===== src/rtl/cam_pkg.sv =====
// Shared types and helpers for the camera FIFO readout arbiter.
// Latency: n/a (declarations only).
// Backpressure: n/a.
package cam_pkg;

  localparam int NCAM   = 4;
  localparam int CW     = 2;
  localparam int DATA_W = 32;

  typedef enum logic {
    ST_IDLE  = 1'b0,
    ST_BURST = 1'b1
  } state_t;

  // Result of a rotating-priority search.
  typedef struct packed {
    logic          found;
    logic [CW-1:0] idx;
  } pick_t;

  // One buffered output word with its source camera.
  typedef struct packed {
    logic [CW-1:0]     cam;
    logic [DATA_W-1:0] data;
  } word_t;

  // First set bit of req at or after ptr, wrapping modulo NCAM.
  // Walks the offsets backwards so the smallest offset is written last and wins.
  function automatic pick_t rr_pick(input logic [NCAM-1:0] req, input logic [CW-1:0] ptr);
    pick_t         res;
    logic [CW-1:0] j;
    res = '0;
    for (int i = NCAM - 1; i >= 0; i--) begin
      j = ptr + CW'(i);
      if (req[j]) begin
        res.found = 1'b1;
        res.idx   = j;
      end
    end
    return res;
  endfunction

endpackage


===== src/rtl/cam_skid_buf.sv =====
// 2-entry FIFO-ordered buffer for {camera tag, word} returning from the FIFO read port.
// Latency: 0 cycles when empty (push flows straight to the output), else FIFO order.
// Backpressure: holds words while out_ready is low; caller must never push into a full buffer.
module cam_skid_buf
  import cam_pkg::*;
(
  input  logic              clk,
  input  logic              reset,
  input  logic              push,
  input  logic [CW-1:0]     push_cam,
  input  logic [DATA_W-1:0] push_data,
  output logic              out_valid,
  input  logic              out_ready,
  output logic [DATA_W-1:0] out_data,
  output logic [CW-1:0]     out_cam,
  output logic [1:0]        occ
);

  word_t      ent0;
  word_t      ent1;
  word_t      in_word;
  word_t      head;
  logic [1:0] cnt;
  logic [1:0] cnt_after_pop;
  logic       mem_pop;
  logic       store;

  // Head selection, flow-through when empty, and push/pop bookkeeping.
  always_comb begin
    in_word       = '{cam: push_cam, data: push_data};
    mem_pop       = (cnt != 2'd0) && out_ready;
    store         = push && !((cnt == 2'd0) && out_ready);
    cnt_after_pop = cnt - {1'b0, mem_pop};
    out_valid     = (cnt != 2'd0) || push;
    head          = '0;
    if (cnt != 2'd0) begin
      head = ent0;
    end else if (push) begin
      head = in_word;
    end
    out_data = head.data;
    out_cam  = head.cam;
    occ      = cnt;
  end

  // Storage: shift on pop, then write the incoming word behind the remaining entries.
  always_ff @(posedge clk) begin
    if (reset) begin
      cnt  <= 2'd0;
      ent0 <= '0;
      ent1 <= '0;
    end else begin
      if (mem_pop) begin
        ent0 <= ent1;
      end
      if (store) begin
        if (cnt_after_pop == 2'd0) begin
          ent0 <= in_word;
        end else begin
          ent1 <= in_word;
        end
      end
      cnt <= cnt_after_pop + {1'b0, store};
    end
  end

endmodule


===== src/rtl/cam_fifo_arbiter.sv =====
// Bursts words out of four camera FIFOs onto one tagged valid/ready stream, almost-full first, else round-robin.
// Latency: FIFO non-empty in IDLE at t -> cam_rden at t+1 -> out_valid at t+2; 1 idle cycle between bursts.
// Backpressure: reads stop whenever buffered plus in-flight words would exceed two; nothing is dropped.
module cam_fifo_arbiter
  import cam_pkg::*;
#(
  parameter int BURST_LEN = 16
) (
  input  logic                   clk,
  input  logic                   reset,
  input  logic                   enable,
  input  logic [NCAM-1:0]        cam_empty,
  input  logic [NCAM-1:0]        cam_afull,
  output logic [NCAM-1:0]        cam_rden,
  input  logic [NCAM*DATA_W-1:0] cam_data,
  output logic                   out_valid,
  input  logic                   out_ready,
  output logic [DATA_W-1:0]      out_data,
  output logic [CW-1:0]          out_cam,
  output logic                   busy,
  output logic                   tp_state
);

  localparam logic [7:0] BURST_MAX = 8'(BURST_LEN);

  state_t            state;
  state_t            state_nxt;
  logic [CW-1:0]     grant;
  logic [CW-1:0]     rr_ptr;
  logic [7:0]        count;
  logic              inflight;
  logic [CW-1:0]     tag;
  logic [1:0]        occ;
  logic              rd_en;
  logic              pop;
  logic              slot_ok;
  logic              under_limit;
  logic              last_word;
  logic [NCAM-1:0]   nonempty;
  pick_t             pick_af;
  pick_t             pick_ne;
  pick_t             pick;
  logic [DATA_W-1:0] cam_words [NCAM];

  // Candidate selection: almost-full and non-empty cameras beat plain non-empty ones.
  always_comb begin
    nonempty    = ~cam_empty;
    pick_af     = rr_pick(cam_afull & nonempty, rr_ptr);
    pick_ne     = rr_pick(nonempty, rr_ptr);
    pick        = pick_af.found ? pick_af : pick_ne;
    pop         = out_valid && out_ready;
    slot_ok     = ({1'b0, occ} + {2'b0, inflight}) < (3'd2 + {2'b0, pop});
    under_limit = count < BURST_MAX;
    last_word   = count == (BURST_MAX - 8'd1);
    for (int i = 0; i < NCAM; i++) begin
      cam_words[i] = cam_data[i*DATA_W +: DATA_W];
    end
  end

  // Next state and read strobe.
  always_comb begin
    state_nxt = state;
    rd_en     = 1'b0;
    cam_rden  = '0;
    case (state)
      ST_IDLE: begin
        if (enable && pick_ne.found) begin
          state_nxt = ST_BURST;
        end
      end
      ST_BURST: begin
        rd_en = !reset && !cam_empty[grant] && under_limit && slot_ok;
        if (rd_en) begin
          cam_rden[grant] = 1'b1;
        end
        if (!under_limit || (rd_en && last_word) || (cam_empty[grant] && !rd_en)) begin
          state_nxt = ST_IDLE;
        end
      end
      default: state_nxt = ST_IDLE;
    endcase
  end

  // State register.
  always_ff @(posedge clk) begin
    if (reset) begin
      state <= ST_IDLE;
    end else begin
      state <= state_nxt;
    end
  end

  // Grant, pointer, burst count and in-flight read tracking.
  always_ff @(posedge clk) begin
    if (reset) begin
      grant    <= '0;
      rr_ptr   <= '0;
      count    <= 8'd0;
      inflight <= 1'b0;
      tag      <= '0;
    end else begin
      if (state == ST_IDLE && state_nxt == ST_BURST) begin
        grant  <= pick.idx;
        rr_ptr <= pick.idx + CW'(1);
        count  <= 8'd0;
      end else if (rd_en) begin
        count <= count + 8'd1;
      end
      inflight <= rd_en;
      if (rd_en) begin
        tag <= grant;
      end
    end
  end

  cam_skid_buf u_skid (
    .clk       (clk),
    .reset     (reset),
    .push      (inflight),
    .push_cam  (tag),
    .push_data (cam_words[tag]),
    .out_valid (out_valid),
    .out_ready (out_ready),
    .out_data  (out_data),
    .out_cam   (out_cam),
    .occ       (occ)
  );

  assign busy     = (state == ST_BURST) || inflight || (occ != 2'd0);
  assign tp_state = (state == ST_BURST);

endmodule


===== config.mk =====
export PLATFORM = sky130hd
export DESIGN_NAME = cam_fifo_arbiter
export DESIGN_NICKNAME = d
export VERILOG_FILES = /design/src/rtl/cam_pkg.sv /design/src/rtl/cam_skid_buf.sv /design/src/rtl/cam_fifo_arbiter.sv
export SDC_FILE = /design/constraint.sdc
export NUM_CORES = 1
export LEC_CHECK = 0
export BUFFER_PORTS_ARGS = -buffer_cell sky130_fd_sc_hd__buf_4
export CAP_MARGIN = 30
export CORE_MARGIN = 2
export CORE_UTILIZATION = 54
export CTS_CLUSTER_DIAMETER = 40
export CTS_CLUSTER_SIZE = 25
export DETAILED_ROUTE_END_ITERATION = 12
export GPL_ROUTABILITY_DRIVEN = 0
export PLACE_DENSITY = 0.83
export SLEW_MARGIN = 40
export SYNTH_ARGS = -nofsm -noshare
export SYNTH_HDL_FRONTEND = slang
export SYNTH_SLANG_ARGS = --single-unit
export TNS_END_PERCENT = 1

===== constraint.sdc =====
create_clock -name clk -period 7 [get_ports clk]
set_input_delay 1.05 -clock clk [delete_from_list [all_inputs] [get_ports clk]]
set_output_delay 1.05 -clock clk [all_outputs]
set_load 0.01 [all_outputs]

==> results of run 1 <==
==> per-stage QoR <==
step | std cells | utilization (%) | power, mW | cell area [µm²] | hold WS, ps
final | 789 | 73.2 | 1.32 | 6390 | 456
after global routing | 789 | 73.2 | 1.38 | 6390 | 481
after CTS | 789 | 73.2 | 1.31 | 6380 | 462
after detailed placement | 773 | 71.1 | 0.998 | 6200 | 438
after global placement | 773 | 71.1 | 0.978 | 6200 | 437
after floorplan | 528 | - | 0.827 | 4860 | 420
==> cell usage after synthesis (2+ instances only) <==
library cell	number	area share, %
a21o_1	2	0.31
a21oi_1	8	0.82
a22o_1	32	5.8
a311oi_1	36	6.5
and2_1	4	0.51
and3b_1	2	0.36
buf_2	2	0.21
clkbuf_1	44	3.4
dfxtp_1	86	35
ha_1	5	1.3
inv_1	7	0.54
mux2i_1	35	7.2
mux4_2	33	15
nand2_1	84	6.5
nand2b_1	3	0.39
nand3_1	6	0.62
nor2_1	85	6.6
nor2b_1	6	0.77
nor3_1	5	0.51
nor3b_1	3	0.46
o211ai_1	5	0.77
o21ai_0	5	0.51
o311ai_0	3	0.54
or2_2	2	0.26
xnor2_1	3	0.54
xor2_1	2	0.36
==> report_power, final <==
part	leakage, nW	switching, mW	internal, mW	total, mW
clock	0.0930	0.182	0.141	0.323
combinational	2.05	0.260	0.180	0.440
sequential	0.696	0.0322	0.521	0.553
total	2.83	0.475	0.841	1.32
==> worst reg2reg max path, stage by stage (launching register included) <==
cell and delay (ps):
dfxtp_1 410, or2_2 630, nand2_1 230, clkinv_2 440, ha_1 560, a21oi_1 90, o211ai_1 640, buf_4 550
mux2i_1 290, nor2_1 60
==> area by class of cell <==
| class | instances | area (µm²) |
|---|---|---|
| multi-input cells | 385 | 2910 |
| fillers | 653 | 2330 |
| flip-flops and latches | 86 | 1730 |
| repair buffers | 185 | 1390 |
| clock buffers | 10 | 138 |
| well taps | 108 | 135 |
| clock inverters | 6 | 43.8 |
| inverters | 9 | 42.5 |
==> path summary, 6_finish.rpt <==
| kind | slack, ps | to | from | depth (start not counted) |
|---|---|---|---|---|
| setup / recovery | 2780 | cam_rden[1] | cam_empty[3] | 8 |
| hold / removal | 460 | count[6] | count[6] | 1 |
| setup reg to reg | 2960 | u_skid.ent1[19] | u_skid.occ[1] | 9 |
| hold reg to reg | 460 | count[6] | count[6] | 1 |
==> cells in the final DEF, fill, tap and decap left out, types with 2 or more instances in the layout <==
master	synthesis	routed
a21o_1	2	2
a21oi_1	8	8
a22o_1	32	32
a311oi_1	36	36
and2_1	4	4
and3b_1	2	2
buf_4	0	185
clkbuf_8	0	10
clkinv_2	0	3
dfxtp_1	86	84
ha_1	5	5
inv_1	7	7
inv_6	0	2
mux2i_1	35	35
mux4_2	33	33
nand2_1	84	84
nand2b_1	3	3
nand3_1	6	5
nor2_1	85	85
nor2b_1	6	6
nor3_1	5	5
nor3b_1	3	3
o211ai_1	5	5
o21ai_0	5	5
o311ai_0	3	3
or2_2	2	2
xnor2_1	3	3
xor2_1	2	2
==> metal layers <==
layer	global-route usage, %	vias to the layer above	part of all wire (%)
met4	8.32	0	1.5
met3	3.83	18	6.0
li1	-	2235	-
met2	48.1	174	52
met1	34.5	2267	40
met5	0	-	0
==> registers in the layout, indices dropped and copies added, names as in the netlist <==
signal / flops
count: 8
grant: 2
inflight: 1
rr_ptr: 2
tag: 2
tp_state: 1
u_skid.ent0: 34
u_skid.ent1: 34
u_skid.occ: 2
==> cells by family after synthesis <==
logic type	count (synthesis)
mux	69
buf+inv	57
simple gates	208
xor+xnor	5
flops	86
compound gates	98
fa+ha+maj	5
==> flow_summary.yaml, run 1 <==
synth:
  synth-edff-count: 0
  synth_cells: 528
  ys_ff_latch: 86
  synthXorXnorAreaFrac_pct: 0.901
  ys_warn_count: 0
  synth_adder_area_share_pct: 1.29
  synth_top_family_by_area: "multiplexers"
  ys_seq_area_share_pct: 35.4
  synthFlopType: "dfxtp_1"
  yosys.area_share.simple_pct: 18.5
  async_flop_share_pct: 0
  synth_area_um2: 4860
  synth_nets: 673
  synth_cell_type_count: 46
  synth_compound_area_share_pct: 16.3
  syn_avg_cell_area_um2: 9.20
  muxShareOfSynthArea_pct: 22.7
clock_network:
  post_cts_resized: 0
  cts_root_buf: "clkbuf_8"
  post_cts_buffers: 0
  clk_latency_ps: 350
  cts_tree: "yes"
  cts_made_buffers: 9
  htreeDepth: 3
  cts_hold_buf: 0
  cts_sinks: 86
  clk_path_buf_depth: 2
  clk_pin_slew_ps: 80
floorplan:
  initial_core_util_pct: 55.7
  die_w_um: 98.9
  ioPinCount: 181
  coreArea_um2: 8720
  num_rows: 34
  dieArea_um2: 9770
  die_y_um: 98.9
run_status:
  status: "finished clean"
grt:
  grt_start_max_net_pins: 81
  grt-ovfl-total: 0
  grt_pass1_vias: 4665
  grt.total_usage_pct: 27.2
  grt_pass1_wl_mm: 21.9
  antenna_found_initial: 0
critical_path:
  cpMostUsedCell: "buf_4"
  cp.required_ps: 5950
  cp_max_fo: 9
  critPathBufInv: 3
  crit_family: "simple AND/OR/NAND/NOR gates"
  critPathKind: "primary input to output port"
  start_kind: "primary input"
  critPathArrivalTime_ps: 3170
  end_kind: "output port"
  slowest_stage: "or4b_4"
  slowest_delay_ps: 530
  crit_chain: "buf_4, mux4_2, or4b_4, or3b_1, inv_8, nand2_1, nor2_1, buf_4"
timing:
  slew_headroom_pct: 46.5
  hold_viol_final: 0
  grt_setup_unrepaired: "no"
  clock_skew_ps: 8.17
  max_freq_ghz: 0.237
  worst_pin_slew_ps: 799
  setup_violations: 0
  finalSetupTns_ps: 0
  final-max-slew-violation-count: 0
  period_needed_ps: 4220
  finalCritPeriodShare_pct: 60.2
  fin_ws_ps: 2780
route:
  drc: 0
  firstDrtPassIters: 5
  drtIter0Drc: 270
  route.vias.total: 4694
  totalWireLength_mm: 13.6
  routedWlPerCell_um: 17.2
  via_per_inst: 5.95
  ant_nets: 0
final_layout:
  drive_gt1_share_pct: 36.0
  area_delta_synth_final_pct: 31.4
  nNetsFinal: 821
  n_antenna_cell: 0
placement:
  hpwl_mm: 9.61
  dp_slack_ps: 2790
  numPortBuffers: 180
pwr:
  power.density_nw_per_um2: 206
  vdd_ir_drop_max_mv: 0.178
  power.leakage_nw: 2.83
job:
  cap_viol_max_count: 0
hold_path:
  holdCritPathClass: "flip-flop to flip-flop"
Note: power is estimated with default switching activity, not from simulation.
==> inputs of run 2 (changes only) <==
Settings changed: CORE_UTILIZATION 54 to 45, PLACE_DENSITY 0.83 to 0.74.
Clock period 7 ns to 3.4 ns, I/O delays scaled along.
==> run 2 against run 1 <==
Clock power is 150% higher. Via count fell by 0.15%. Register-to-register slack worse by 2200 ps. Sequential share of layout area shrank 0.57 points. Sequential power increased by 110%. Routed wire length is 0.76% higher. Hold slack better by 2.3 ps. Largest cell class unchanged.
==> flow_summary.yaml, run 2 (synthesis results as in run 1) <==
clock_network:
  cts_sinks: 86
  cts_made_buffers: 9
  clk_path_buf_depth: 2
  cts_tree: "yes"
  clk_latency_ps: 360
  post_cts_buffers: 0
  cts_root_buf: "clkbuf_8"
  cts_hold_buf: 0
  htreeDepth: 3
  post_cts_resized: 0
  clk_pin_slew_ps: 80
placement:
  placed_area_um2: 6300
  hpwl_mm: 9.37
  numPortBuffers: 180
critical_path:
  cp_max_fo: 9
  crit_chain: "mux4_2, or4b_4, or3b_4, inv_8, nand2_1, nor2_1, buf_4"
  critPathBufInv: 2
  slowest_stage: "mux4_2"
  crit_family: "simple AND/OR/NAND/NOR gates"
  critPathKind: "flip-flop to output port"
  start_kind: "flip-flop"
  end_kind: "output port"
  critPathArrivalTime_ps: 2720
  cp.required_ps: 2890
  slowest_delay_ps: 540
timing:
  period_needed_ps: 3230
  setup_violations: 0
  slew_headroom_pct: 46.3
  grt_setup_unrepaired: "no"
  whs_ps: 459
  max_freq_ghz: 0.310
  final-max-slew-violation-count: 0
  finalSetupTns_ps: 0
  finalCritPeriodShare_pct: 95.0
  hold_viol_final: 0
  worst_pin_slew_ps: 806
  clock_skew_ps: 10.2
run_status:
  status: "finished clean"
final_layout:
  final_cell_mix: "buf_4, nor2_1, nand2_1, dfxtp_1, a311oi_1"
  nNetsFinal: 824
  drive_gt1_share_pct: 36.1
  area_delta_synth_final_pct: 34.2
  n_antenna_cell: 0
  top_regs: "u_skid.ent0: 34 flops, u_skid.ent1: 34 flops, count: 8 flops"
  n_fill_cell: 868
  layout_commonest_cell: "buf_4"
  fin_area_um2: 6520
  final_util_pct: 62.6
floorplan:
  coreArea_um2: 10400
  ioPinCount: 181
  dieArea_um2: 11600
  die_y_um: 108
  die_w_um: 108
  initial_core_util_pct: 46.7
  num_rows: 37
grt:
  grt_pass1_wl_mm: 21.7
  grt.total_usage_pct: 23.2
  antenna_found_initial: 0
  grt_start_max_net_pins: 80
  grt_pass1_vias: 4709
  grt-ovfl-total: 0
route:
  drtIter0Drc: 254
  via_per_inst: 5.72
  drc: 0
  routedWlPerCell_um: 16.7
  ant_nets: 0
  route.vias.total: 4687
  totalWireLength_mm: 13.7
  firstDrtPassIters: 5
pwr:
  power.density_nw_per_um2: 441
  power.leakage_nw: 2.88
  p_comb_share_pct: 32.5
  intPower_mw: 1.90
  vdd_ir_drop_max_mv: 0.324
  seqPwrFrac_pct: 39.5
  total_power_mw: 2.88
  clockPowerShare_pct: 28.1
  switching_share_pct: 33.9
  switchingPower_mw: 0.975
hold_path:
  holdCritPathClass: "flip-flop to flip-flop"
job:
  cap_viol_max_count: 0
## run 2: changes by cell type in the layout (fill, tap and decap cells not counted)
cell / before / now
buf_12: 0 / 3
bufinv_16: 0 / 2
clkbuf_1: 0 / 1
clkinv_1: 0 / 1
clkinv_2: 3 / 1
clkinv_4: 1 / 0
inv_6: 2 / 1
or3b_1: 1 / 0
or3b_4: 0 / 1
## run 2: layout make-up
| class | count | area (µm²) | area share (%) |
|---|---|---|---|
| Multi-Input combinational cell | 385 | 2910 | 44.7 |
| Sequential cell | 86 | 1730 | 26.5 |
| Timing Repair Buffer | 188 | 1450 | 22.2 |
| Tap cell | 136 | 170 | 2.61 |
| Clock buffer | 11 | 141 | 2.17 |
| Clock inverter | 5 | 81.3 | 1.25 |
| Inverter | 9 | 41.3 | 0.633 |
## run 2: metrics by stage
stage / setup WS (ps) / instances
6_report: 170 / 820
3_5_place_dp: 280 / 804
3_3_place_gp: 294 / 804
5_1_grt: 22.7 / 820
2_1_floorplan: 153 / 528
4_1_cts: 54.4 / 820
## run 2: worst paths after layout
path                                     from         endpoint  slack, ps  cells past startpoint
worst min register to register       count[5]         count[5]        460                      1
worst max register to register  u_skid.occ[1]  u_skid.ent0[28]        800                      9
worst min-delay path                 count[5]         count[5]        460                      1
worst max-delay path                 grant[0]      cam_rden[1]        170                      7
## run 2: power groups by stage
stage / combinational, mW / clock (mW) / sequential [mW]
5_1_grt: 1.01 / 0.867 / 1.15
2_1_floorplan: 0.575 / 0 / 1.13
4_1_cts: 0.937 / 0.828 / 1.14
3_3_place_gp: 0.906 / 0 / 1.15
6_report: 0.935 / 0.807 / 1.14
3_5_place_dp: 0.929 / 0 / 1.16
## run 2: routing by layer
metal	wire, µm	track usage [%]	part of all wire (%)
met1	5390	27.6	39
met2	7140	41.7	52
met3	860	4.30	6.3
met4	294	8.52	2.1
met5	0	0	0
==> inputs of run 3 (changes only) <==
Settings changed: CORE_UTILIZATION 45 to 46, PLACE_DENSITY 0.74 to 0.75, SLEW_MARGIN 40 to default, SYNTH_HIERARCHICAL from default to 1.
==> run 3 against run 2 <==
Core utilization fell by 0.55 points. Hold slack improved by 1.1 ps. Global-route usage rose by 1.8 points. Sequential power fell by 8%. Critical path depth rose by 1. Design area rose by 2.7%. Clock skew rose by 3.2 ps. Sequential share of layout area fell by 0.72 points. Final cell count rose by 11%. Critical endpoint is now cam_rden[2]. Largest power group unchanged. Highest routed layer unchanged.
==> flow_summary.yaml, run 3 <==
clock_network:
  cts_made_buffers: 9
  post_cts_buffers: 0
  cts_root_buf: "clkbuf_8"
  clk_pin_slew_ps: 90
  cts_tree: "yes"
  post_cts_resized: 0
  cts_hold_buf: 0
  htreeDepth: 3
  clk_latency_ps: 360
  cts_sinks: 86
  clk_path_buf_depth: 2
critical_path:
  crit_chain: "ha_1, nand3b_1, a211oi_4, nand2_4, inv_6, nand2_1, nor2_1, buf_4"
  slowest_stage: "dfxtp_2"
  slowest_delay_ps: 500
  critPathBufInv: 2
  crit_family: "flip-flops"
  r2r_end: "u_skid/ent0[22]"
  start_kind: "flip-flop"
  cp.required_ps: 2890
  end_kind: "output port"
  reg2reg_depth: 5
  r2r_slack_ps: 1060
  r2r-start: "u_skid/occ[1]"
  critPathKind: "flip-flop to output port"
  cp_max_fo: 12
  critPathArrivalTime_ps: 2210
synth:
  synth_top_area_cell: "dfxtp_1"
  synthFlopType: "dfxtp_1"
  synthTopCellsByArea: "dfxtp_1, nand2_1, mux4_2"
  synth_nets: 764
  synth_top_area_share_pct: 34.0
  synth_cell_type_count: 50
  synth.top_cells.by_count: "nand2_1, dfxtp_1, nor2_1, a21oi_1, clkbuf_1"
  ys_warn_count: 6
  synth_cells: 620
  synth-edff-count: 0
  syn_avg_cell_area_um2: 8.17
  yosysMostFrequentCell: "nand2_1"
  synth_area_um2: 5060
  ys_seq_area_share_pct: 34.0
  async_flop_share_pct: 0
  ys_ff_latch: 86
grt:
  antenna_found_initial: 0
  grt_pass1_vias: 4927
  grt_pass1_wl_mm: 23.5
  grt-ovfl-total: 0
  grt.total_usage_pct: 25.0
  grt_start_max_net_pins: 80
pwr:
  total_power_mw: 2.34
  vdd_ir_drop_max_mv: 0.289
  power.leakage_nw: 2.73
  power.density_nw_per_um2: 349
floorplan:
  dieArea_um2: 11900
  initial_core_util_pct: 46.9
  die_y_um: 109
  coreArea_um2: 10800
  die_w_um: 109
  num_rows: 38
  ioPinCount: 181
route:
  firstDrtPassIters: 5
  drc: 0
  routedWlPerCell_um: 16.3
  via_per_inst: 5.61
  route.vias.total: 5109
  drtIter0Drc: 293
  totalWireLength_mm: 14.9
  ant_nets: 0
timing:
  grt_setup_unrepaired: "no"
  period_needed_ps: 2720
  whs_ps: 460
  finalSetupTns_ps: 0
  max_freq_ghz: 0.367
  clock_skew_ps: 13.4
  slew_headroom_pct: 33.9
  setup_violations: 0
  worst_pin_slew_ps: 992
  fin_ws_ps: 676
  final-max-slew-violation-count: 0
  finalCritPeriodShare_pct: 80.1
  hold_viol_final: 0
placement:
  hpwl_mm: 10.2
  placed_cells: 895
  dp_slack_ps: 1030
  numPortBuffers: 180
  placed_area_um2: 6440
final_layout:
  nNetsFinal: 910
  fin_area_um2: 6700
  top_regs: "u_skid/ent0: 34 flops, u_skid/ent1: 34 flops, count: 8 flops"
  layout_commonest_cell: "nand2_1"
  area_delta_synth_final_pct: 32.4
  n_fill_cell: 939
  stdcell_count: 910
  area.sequential_um2: 1730
  drive_gt1_share_pct: 35.1
  multi_input_area_um2: 3100
  final_util_pct: 62.1
  n_antenna_cell: 0
  final_cell_mix: "nand2_1, buf_4, dfxtp_1, nor2_1, a21oi_1"
hold_path:
  holdCritPathClass: "flip-flop to flip-flop"
  hold_end: "u_skid/ent1[18]"
  holdPathStages: 2
  worstHoldStart: "u_skid/ent1[18]"
run_status:
  status: "finished clean"
job:
  cap_viol_max_count: 0
## run 3: worst max path at each step
stage / start / endpoint / cells after the start
after floorplan: cam_empty[1] / cam_rden[1] / 5
after global placement: cam_empty[3] / cam_rden[2] / 8
after detailed placement: cam_empty[3] / cam_rden[2] / 8
after CTS: inflight / cam_rden[2] / 8
after global routing: inflight / cam_rden[2] / 8
final: inflight / cam_rden[2] / 8
## run 3: layout make-up
class,instances,area share (%)
Clock inverter,5,1.96
Timing Repair Buffer,189,21.4
Sequential cell,86,25.8
Multi-Input combinational cell,478,46.2
Tap cell,140,2.61
Inverter,2,0.187
Clock buffer,10,1.90
## run 3: logic make-up (layout without fill, tap and decap cells)
logic type,count (synthesis),after routing,share of synthesized area [%]
adder cells (fa/ha/maj),4,4,0.989
XOR/XNOR,5,5,0.865
flip-flops,86,86,34.0
buffers and inverters,56,206,5.17
AND/OR/NAND/NOR,339,339,28.6
multiplexers,33,33,14.7
AO/OA/AOI/OAI,97,97,15.7
## run 3: worst register-to-register path, delay by kind of cell, from the launching register on
kind                   cells  cell delay (ps)
AOI/OAI and AO/OA          1              300
buffers and inverters      1              380
DFF                        1              560
and+or+nand+nor            3             1020
## run 3: layer usage
| layer | vias up | global-route usage (%) | part of all wire [%] |
|---|---|---|---|
| met3 | 22 | 5.20 | 7.6 |
| met1 | 2429 | 32.0 | 41 |
| met4 | 0 | 8.33 | 1.5 |
| met2 | 205 | 42.0 | 50 |
| met5 | - | 0 | 0 |
| li1 | 2453 | - | - |
## run 3: report_power, final
group	leakage, nW	switching (mW)	internal, mW
Sequential	0.696	0.0253	1.03
Combinational	1.91	0.151	0.202
Clock	0.128	0.371	0.564
Total	2.73	0.547	1.79
